`config.mk`:
```
export PLATFORM = sky130hd
export DESIGN_NAME = serial_bit_tx
export DESIGN_NICKNAME = d
export VERILOG_FILES = /design/src/rtl/serial_tx_pkg.sv /design/src/rtl/piso_shift_reg.sv /design/src/rtl/serial_bit_tx.sv
export SDC_FILE = /design/constraint.sdc
export NUM_CORES = 1
export LEC_CHECK = 0
export CORE_AREA = 2 2 45 47
export DETAILED_ROUTE_END_ITERATION = 8
export DIE_AREA = 0 0 47 49
export PLACE_DENSITY = 0.77
export SYNTH_ARGS = -nofsm -noshare
export SYNTH_HDL_FRONTEND = slang
export SYNTH_SLANG_ARGS = --single-unit
```
`constraint.sdc`:
```
create_clock -name clk -period 2.3 [get_ports clk]
set_input_delay 0.46 -clock clk [delete_from_list [all_inputs] [get_ports clk]]
set_output_delay 0.46 -clock clk [all_outputs]
set_load 0.02 [all_outputs]
```
`src/rtl/serial_tx_pkg.sv`:
```
// rtl/serial_tx_pkg.sv - shared types and helpers for the serial bit transmitter
package serial_tx_pkg;

    typedef enum logic [1:0] {IDLE, SHIFT, GAP} tx_state_t;

    localparam logic IDLE_LEVEL_DEF = 1'b0;

    function automatic int cnt_w(input int n);
        return $clog2(n + 1);
    endfunction

endpackage

```
`src/rtl/piso_shift_reg.sv`:
```
// rtl/piso_shift_reg.sv - parallel-load, MSB-first shift register with serial fill
module piso_shift_reg #(
    parameter int W = 7
) (
    input  logic         clk_i,
    input  logic         rst_i,
    input  logic         load_i,
    input  logic         shift_i,
    input  logic [W-1:0] data_i,
    input  logic         ser_i,
    output logic         msb_o
);

    logic [W-1:0] sr_q;

    always_ff @(posedge clk_i or posedge rst_i) begin
        if (rst_i) begin
            sr_q <= '0;
        end else if (load_i) begin
            sr_q <= data_i;
        end else if (shift_i) begin
            sr_q <= (sr_q << 1) | W'(ser_i);
        end
    end

    assign msb_o = sr_q[W-1];

endmodule

```
`src/rtl/serial_bit_tx.sv`:
```
// rtl/serial_bit_tx.sv - valid/ready parallel-to-serial transmitter, MSB first, idle gap after each frame
// Optional even-parity trailer bit enabled by SERIAL_TX_PARITY_EN.
module serial_bit_tx
    import serial_tx_pkg::*;
#(
    parameter int   DATA_W     = 8,
    parameter int   GAP_CYCLES = 2,
    parameter logic IDLE_LEVEL = IDLE_LEVEL_DEF
) (
    input  logic              clk,
    input  logic              reset,
    input  logic [DATA_W-1:0] data_in,
    input  logic              valid_in,
    output logic              ready_out,
    output logic              d_out,
    output logic              busy,
    output logic              done
);

`ifdef SERIAL_TX_PARITY_EN
    localparam int FRAME_W = DATA_W + 1;
`else
    localparam int FRAME_W = DATA_W;
`endif
    localparam int BW = cnt_w(DATA_W);
    localparam int GW = (GAP_CYCLES > 0) ? cnt_w(GAP_CYCLES) : 1;
    localparam logic [BW-1:0] BIT_LAST = BW'(FRAME_W - 1);
    localparam logic [GW-1:0] GAP_LAST = (GAP_CYCLES > 0) ? GW'(GAP_CYCLES - 1) : '0;

    tx_state_t    state_q, state_d;
    logic [BW-1:0] bcnt_q, bcnt_d;
    logic [GW-1:0] gcnt_q, gcnt_d;
    logic         d_out_q, d_out_d;
    logic         done_q, done_d;
    logic         busy_q, busy_d;
    logic         sr_load, sr_shift, sr_msb, ser_fill;

`ifdef SERIAL_TX_PARITY_EN
    logic parity_q;

    always_ff @(posedge clk or posedge reset) begin
        if (reset) begin
            parity_q <= 1'b0;
        end else if (sr_load) begin
            parity_q <= ^data_in;
        end
    end

    // parity trails the data bits out of the shift register
    assign ser_fill = parity_q;
`else
    assign ser_fill = 1'b0;
`endif

    // the MSB goes straight to d_out on accept; the register holds the remaining bits
    piso_shift_reg #(.W(DATA_W - 1)) u_piso (
        .clk_i   (clk),
        .rst_i   (reset),
        .load_i  (sr_load),
        .shift_i (sr_shift),
        .data_i  (data_in[DATA_W-2:0]),
        .ser_i   (ser_fill),
        .msb_o   (sr_msb)
    );

    always_comb begin
        state_d  = state_q;
        bcnt_d   = bcnt_q;
        gcnt_d   = gcnt_q;
        d_out_d  = d_out_q;
        done_d   = 1'b0;
        sr_load  = 1'b0;
        sr_shift = 1'b0;
        case (state_q)
            IDLE: begin
                d_out_d = IDLE_LEVEL;
                if (valid_in) begin
                    state_d = SHIFT;
                    bcnt_d  = BIT_LAST;
                    sr_load = 1'b1;
                    d_out_d = data_in[DATA_W-1];
                end
            end
            SHIFT: begin
                if (bcnt_q != '0) begin
                    sr_shift = 1'b1;
                    d_out_d  = sr_msb;
                    bcnt_d   = bcnt_q - 1'b1;
                    done_d   = (bcnt_q == BW'(1));
                    // without a gap, drop to IDLE while the last bit is on the line
                    if (bcnt_q == BW'(1) && GAP_CYCLES == 0) begin
                        state_d = IDLE;
                    end
                end else begin
                    state_d = GAP;
                    gcnt_d  = GAP_LAST;
                    d_out_d = IDLE_LEVEL;
                end
            end
            GAP: begin
                d_out_d = IDLE_LEVEL;
                if (gcnt_q == '0) begin
                    state_d = IDLE;
                end else begin
                    gcnt_d = gcnt_q - 1'b1;
                end
            end
            default: begin
                state_d = IDLE;
                d_out_d = IDLE_LEVEL;
            end
        endcase
        busy_d = (state_d != IDLE);
    end

    always_ff @(posedge clk or posedge reset) begin
        if (reset) begin
            state_q <= IDLE;
            bcnt_q  <= '0;
            gcnt_q  <= '0;
            d_out_q <= IDLE_LEVEL;
            done_q  <= 1'b0;
            busy_q  <= 1'b0;
        end else begin
            state_q <= state_d;
            bcnt_q  <= bcnt_d;
            gcnt_q  <= gcnt_d;
            d_out_q <= d_out_d;
            done_q  <= done_d;
            busy_q  <= busy_d;
        end
    end

    assign ready_out = (state_q == IDLE);
    assign d_out     = d_out_q;
    assign done      = done_q;
    assign busy      = busy_q;

endmodule
```
# --- Word-level counts from Yosys, hierarchy flattened ---
# Cells that the tools add are included.
totals:
  output_inout_bits: 4
  reg_bits: 18
  memories: 0
  ramBits: 0
  in_bits: 11
  word_cells: 46
  latch_bits: 0
  romBits: 0
classes:
  mul: 0
  shifts: 0
  addsub: 2
  n_bitwise: 0
  reduce_logical: 9
  mux: 21
  n_eq_ne: 7
  n_div: 0
  order_cmp: 0
op_table:
  columns: ["cell", "count"]
  rows:
  - ["$mux 7", 2]
  - ["$mux 2", 5]
  - ["$mux 1", 8]
  - ["$mux 4", 2]
  - ["$ne 2x2->1 const B", 4]
  - ["$pmux 4 s2", 1]
  - ["$reduce_bool 2->1", 4]
  - ["$pmux 2 s3", 1]
  - ["$reduce_and 3->1", 2]
  - ["$eq 4x1->1 const B", 1]
  - ["$logic_not 2->1", 2]
  - ["$pmux 2 s2", 1]
  - ["$reduce_bool 4->1", 1]
  - ["$sub 4x1->4 const B", 1]
  - ["$eq 2x1->1 const B", 1]
  - ["$eq 2x2->1 const B", 1]
  - ["$pmux 1 s2", 1]
  - ["$sub 2x1->2 const B", 1]

# --- Logic depth before layout (Yosys ltp) ---
logic_depth:
  word_depth: 5
  ltp_mapped: 6
  mapped_depth_nobuf: 5

# --- Cells and area by module ---
# Synthesis repeated with hierarchy kept, for this count alone.
unflattened:
  hier_cells: 86
  area_unflattened_um2: 923.4
by_module_without_submodules:
  columns: ["mod", "cells_per_inst", "instances", "area_each_um2", "seq_area_each_um2"]
  rows:
  - ["serial_bit_tx", 55, 1, 594.3, 275.3]
  - ["piso_shift_reg", 31, 1, 329.1, 175.2]

# --- Worst setup path after synthesis ---
# OpenSTA, ideal clock, no wires.
synth_path:
  path_type: "reg-to-reg"
  startpoint: "register bcnt_q[0]"
  endpoint: "register bcnt_q[1]"
  stages_incl_launch_ff: 7
  slack_ns: 0.713
  arrival_time_ns: 1.454
  path_buffers: 1
  synth_period_minus_slack_ns: 1.587
  path_cell_list: "dfrtp_1 -> inv_1 -> ha_1 -> nor3b_2 -> nand2b_1 -> buf_2 -> o211ai_1"
synth_between:
  elab_chain_cells: 3
synth_lines:
  columns: ["item", "line_no", "source"]
  rows:
  - ["from (decl)", "serial_bit_tx.sv:31", "logic [BW-1:0] bcnt_q, bcnt_d;"]
  - ["from (signal assigned)", "serial_bit_tx.sv:126", "bcnt_q <= bcnt_d;"]
  - ["$sub 4x1->4 or $reduce_bool 4->1 (tied branches)", "serial_bit_tx.sv:88, serial_bit_tx.sv:85", null]
  - ["$mux 4 or $ne 2x2->1 (tied branches)", null, null]
  - ["$pmux 4 s2 or $reduce_and 3->1 (tied branches)", null, null]
# Parallel ways exist; a longest one is shown, timed or not. The select of a mux whose other input is x is not followed.
# A chain may end at the register's enable or synchronous reset.

# --- Final worst setup path ---
layout_path:
  startpoint: "register state_q[1]"
  endpoint: "output ready_out"
layout_between:
  elab_chain_cells: 1
layout_lines:
  columns: ["item", "line_no", "source"]
  rows:
  - ["from (decl)", "serial_bit_tx.sv:30", "tx_state_t state_q, state_d;"]
  - ["from (signal assigned)", "serial_bit_tx.sv:125", "state_q <= state_d;"]
  - ["$logic_not 2->1", "serial_bit_tx.sv:134", "assign ready_out = (state_q == IDLE);"]
  - ["to (decl)", "serial_bit_tx.sv:14", "output logic ready_out,"]
# No other way between the ends.

==> summary.txt <==
Synthesis
  • Ys Warns: 0
  • Register area share after synthesis: 48.5%
  • Syn nets: 100
  • Synth Cell Area: 930 um2
  • Synthesized area per cell: 10.8 um2
  • Count of cell types in the netlist: 31
  • Number of synthesized flops with an enable pin: 0
  • Share of flip-flops with an asynchronous set or reset: 100%
  • Yosys reg bits: 18
  • Synth Flop Type: dfrtp_1
  • Post-Synthesis Cells: 86

Timing
  • Fin Setup TNS: 0 ns
  • Skew final: 0.00785 ns
  • Slew Limit Headroom: 54.4%
  • Fin crit period: 2.03 ns
  • F_max: 493 MHz
  • Unrepaired setup endpoints after global routing: no
  • Final period util: 88.3%
  • Slew Limit Fails: 0
  • Fin Hold WS: 0.531 ns
  • Final setup vio count: 0
  • Least-Margin Pin Slew: 0.683 ns
  • Fin. Hold Viols: 0

Clock tree
  • Htree depth: 1
  • Clk pin slew, worst setup/hold paths: 0.11 ns
  • Number of CTS-inserted buffers: 3
  • TritonCTS clock tree: yes
  • CTS Sinks: 18
  • Clock Tree Root: clkbuf_4
  • CTS Buffer Depth: 2
  • Postcts setup bufs: 0
  • CTS Hold Buffers Added: 0
  • Clock latency on the worst-skew pair: 0.29 ns
  • Post-CTS resize count: 0

Power
  • Sw Pwr: 539 uW
  • Sequential share of power: 40.2%
  • Power Internal: 859 uW
  • Pwr Total: 1400 uW
  • Leakage Power: 0.000477 uW
  • Combinational share of power: 46.0%
  • Clk pwr share: 13.8%
  • Max VDD drop: 0.000591 V
  • Pwr per Cell Area: 1260 nW/um2
  • Switching Fraction: 38.5%

Global routing
  • Vias in the first global route: 617
  • Gr ovfl total: 0
  • Pin count of the biggest net entering global routing: 19
  • Total GRT Usage: 17.2%
  • Antenna violations before repair: 0
  • First-pass GRT wire length: 2.85 mm

Drt
  • Initial DRC Count: 19
  • Routed Antenna Nets: 0
  • Total number of vias: 700
  • DR WL/cell: 13.6 um
  • Via/cell ratio: 5.51
  • Routed Wire Length: 1.73 mm
  • DRC: 0
  • Pre-antenna DRT Iters: 4

Place
  • DP Wirelength: 1.24 mm
  • Port Buf Inserts: 14
  • # placed instances: 123
  • GPL Wtd Cong: 0.720

Setup path
  • Biggest cell delay along the critical path: 0.61 ns
  • Crit-path cells: nor2_1 > clkdlybuf4s50_1
  • Type of origin of the critical path: flop
  • Required @ worst endpoint: 1.84 ns
  • CP arrival: 1.57 ns
  • Worst-path fanout max: 14
  • Largest delay share family, worst path: buffers and inverters
  • Setup CP Type: reg -> out
  • Critical-path top delay cell: clkdlybuf4s50_1
  • CP Capture Type: output port
  • Crit path buffers/inverters: 1

Floorplanning
  • Die area: 2300 um2
  • Core Region: 1840 um2
  • Initial Util: 50.5%
  • I/O Pins: 15
  • Die height: 49 um
  • Die X: 47 um
  • Rows: 16

Layout
  • Non-Filler Instances: 127
  • Antenna cells: 0
  • Filler cells: 173
  • Layout area overhead: 19.7%
  • Final nets: 115
  • Ratio of cells with drive above 1 in the final layout: 8.00%

Hold path
  • Hold crit path type: reg -> reg

Run status
  • Status: complete, no violations

Run
  • Max cap viols: 0
## Yosys cell counts (all sizes together), types with 2 or more instances
cell    count  area, um2
nor2        6       22.5
nor3b       8       70.1
o21ai       4       20.0
inv         5       18.8
ha          3       37.5
nand2b      2       12.5
clkbuf      2       7.51
dfrtp      18        450
a221o       6       60.1
a311oi      2       17.5
and2        6       40.0
nand2       4       15.0
buf         3       27.5
o211ai      3       22.5
## state kept, by name, indices dropped and copies added (netlist names)
register / cells
done: 1
gcnt_q: 2
u_piso.sr_q: 7
state_q: 2
bcnt_q: 4
d_out: 1
busy: 1
## metrics by stage
stage          cell area [um2]  setup slack (ns)  utilization (%)
6_report                  1110             0.270             60.4
5_1_grt                   1110             0.185             60.4
4_1_cts                   1110             0.250             60.4
3_5_place_dp              1080             0.166             58.4
3_3_place_gp              1080             0.215             58.4
2_1_floorplan              930             0.713                -
## worst paths after layout
kind / slack (ns) / from / endpoint / depth (start not counted)
setup / recovery: 0.27 / state_q[1] / ready_out / 2
hold / removal: 0.53 / u_piso.sr_q[6] / d_out / 1
setup reg to reg: 0.51 / bcnt_q[0] / u_piso.sr_q[4] / 5
hold reg to reg: 0.53 / u_piso.sr_q[6] / d_out / 1
max in group asynchronous: 1.31 / reset / busy / 2
min in group asynchronous: 0.56 / reset / d_out / 2
## kinds of logic after synthesis
group,after synthesis,synth area share (%)
AO/OA/AOI/OAI,21,17.6
adder cells (fa/ha/maj),3,4.04
buffers and inverters,10,5.79
flip-flops,18,48.5
multiplexers,1,1.08
AND/OR/NAND/NOR,33,23.0
## final cells by class
class | count | area [um2] | share of cell area (%)
repair buffers | 15 | 148 | 13.3
well taps | 27 | 33.8 | 3.04
clock buffers | 4 | 36.3 | 3.26
flip-flops and latches | 18 | 450 | 40.5
multi-input cells | 58 | 425 | 38.2
inverters | 5 | 18.8 | 1.69
## routing by layer
metal  wire length, um  vias to the layer above  GRT usage [%]
met3                62                        4           3.33
met2               775                       12           23.5
met1               862                      344           26.1
met5                 0                        -              0
met4                24                        0           6.94
li1                  -                      340              -
## placed cells by master, fill, tap and decap left out, drive strengths merged, types with 2 or more instances in the layout
master	n
nor3b	8
a311oi	2
and2	6
nand2	4
o211ai	3
nor2	6
dfrtp	18
o21ai	4
nand2b	2
clkbuf	4
inv	5
a221o	6
ha	3
clkdlybuf4s50	14
## worst register-to-register path, stage by stage (launching register included)
cell,delay [ns]
dfrtp_1,0.45
inv_1,0.08
ha_1,0.19
nor3b_2,0.37
nand2b_1,0.41
a221o_1,0.22
## power by group through the flow
stage          combinational [uW]  clock [uW]  sequential (uW)
2_1_floorplan                 514           0              544
3_3_place_gp                  626           0              566
3_5_place_dp                  643           0              567
4_1_cts                       646         196              564
5_1_grt                       718         216              584
6_report                      643         193              562
Note: power is estimated with default switching activity, not from simulation.
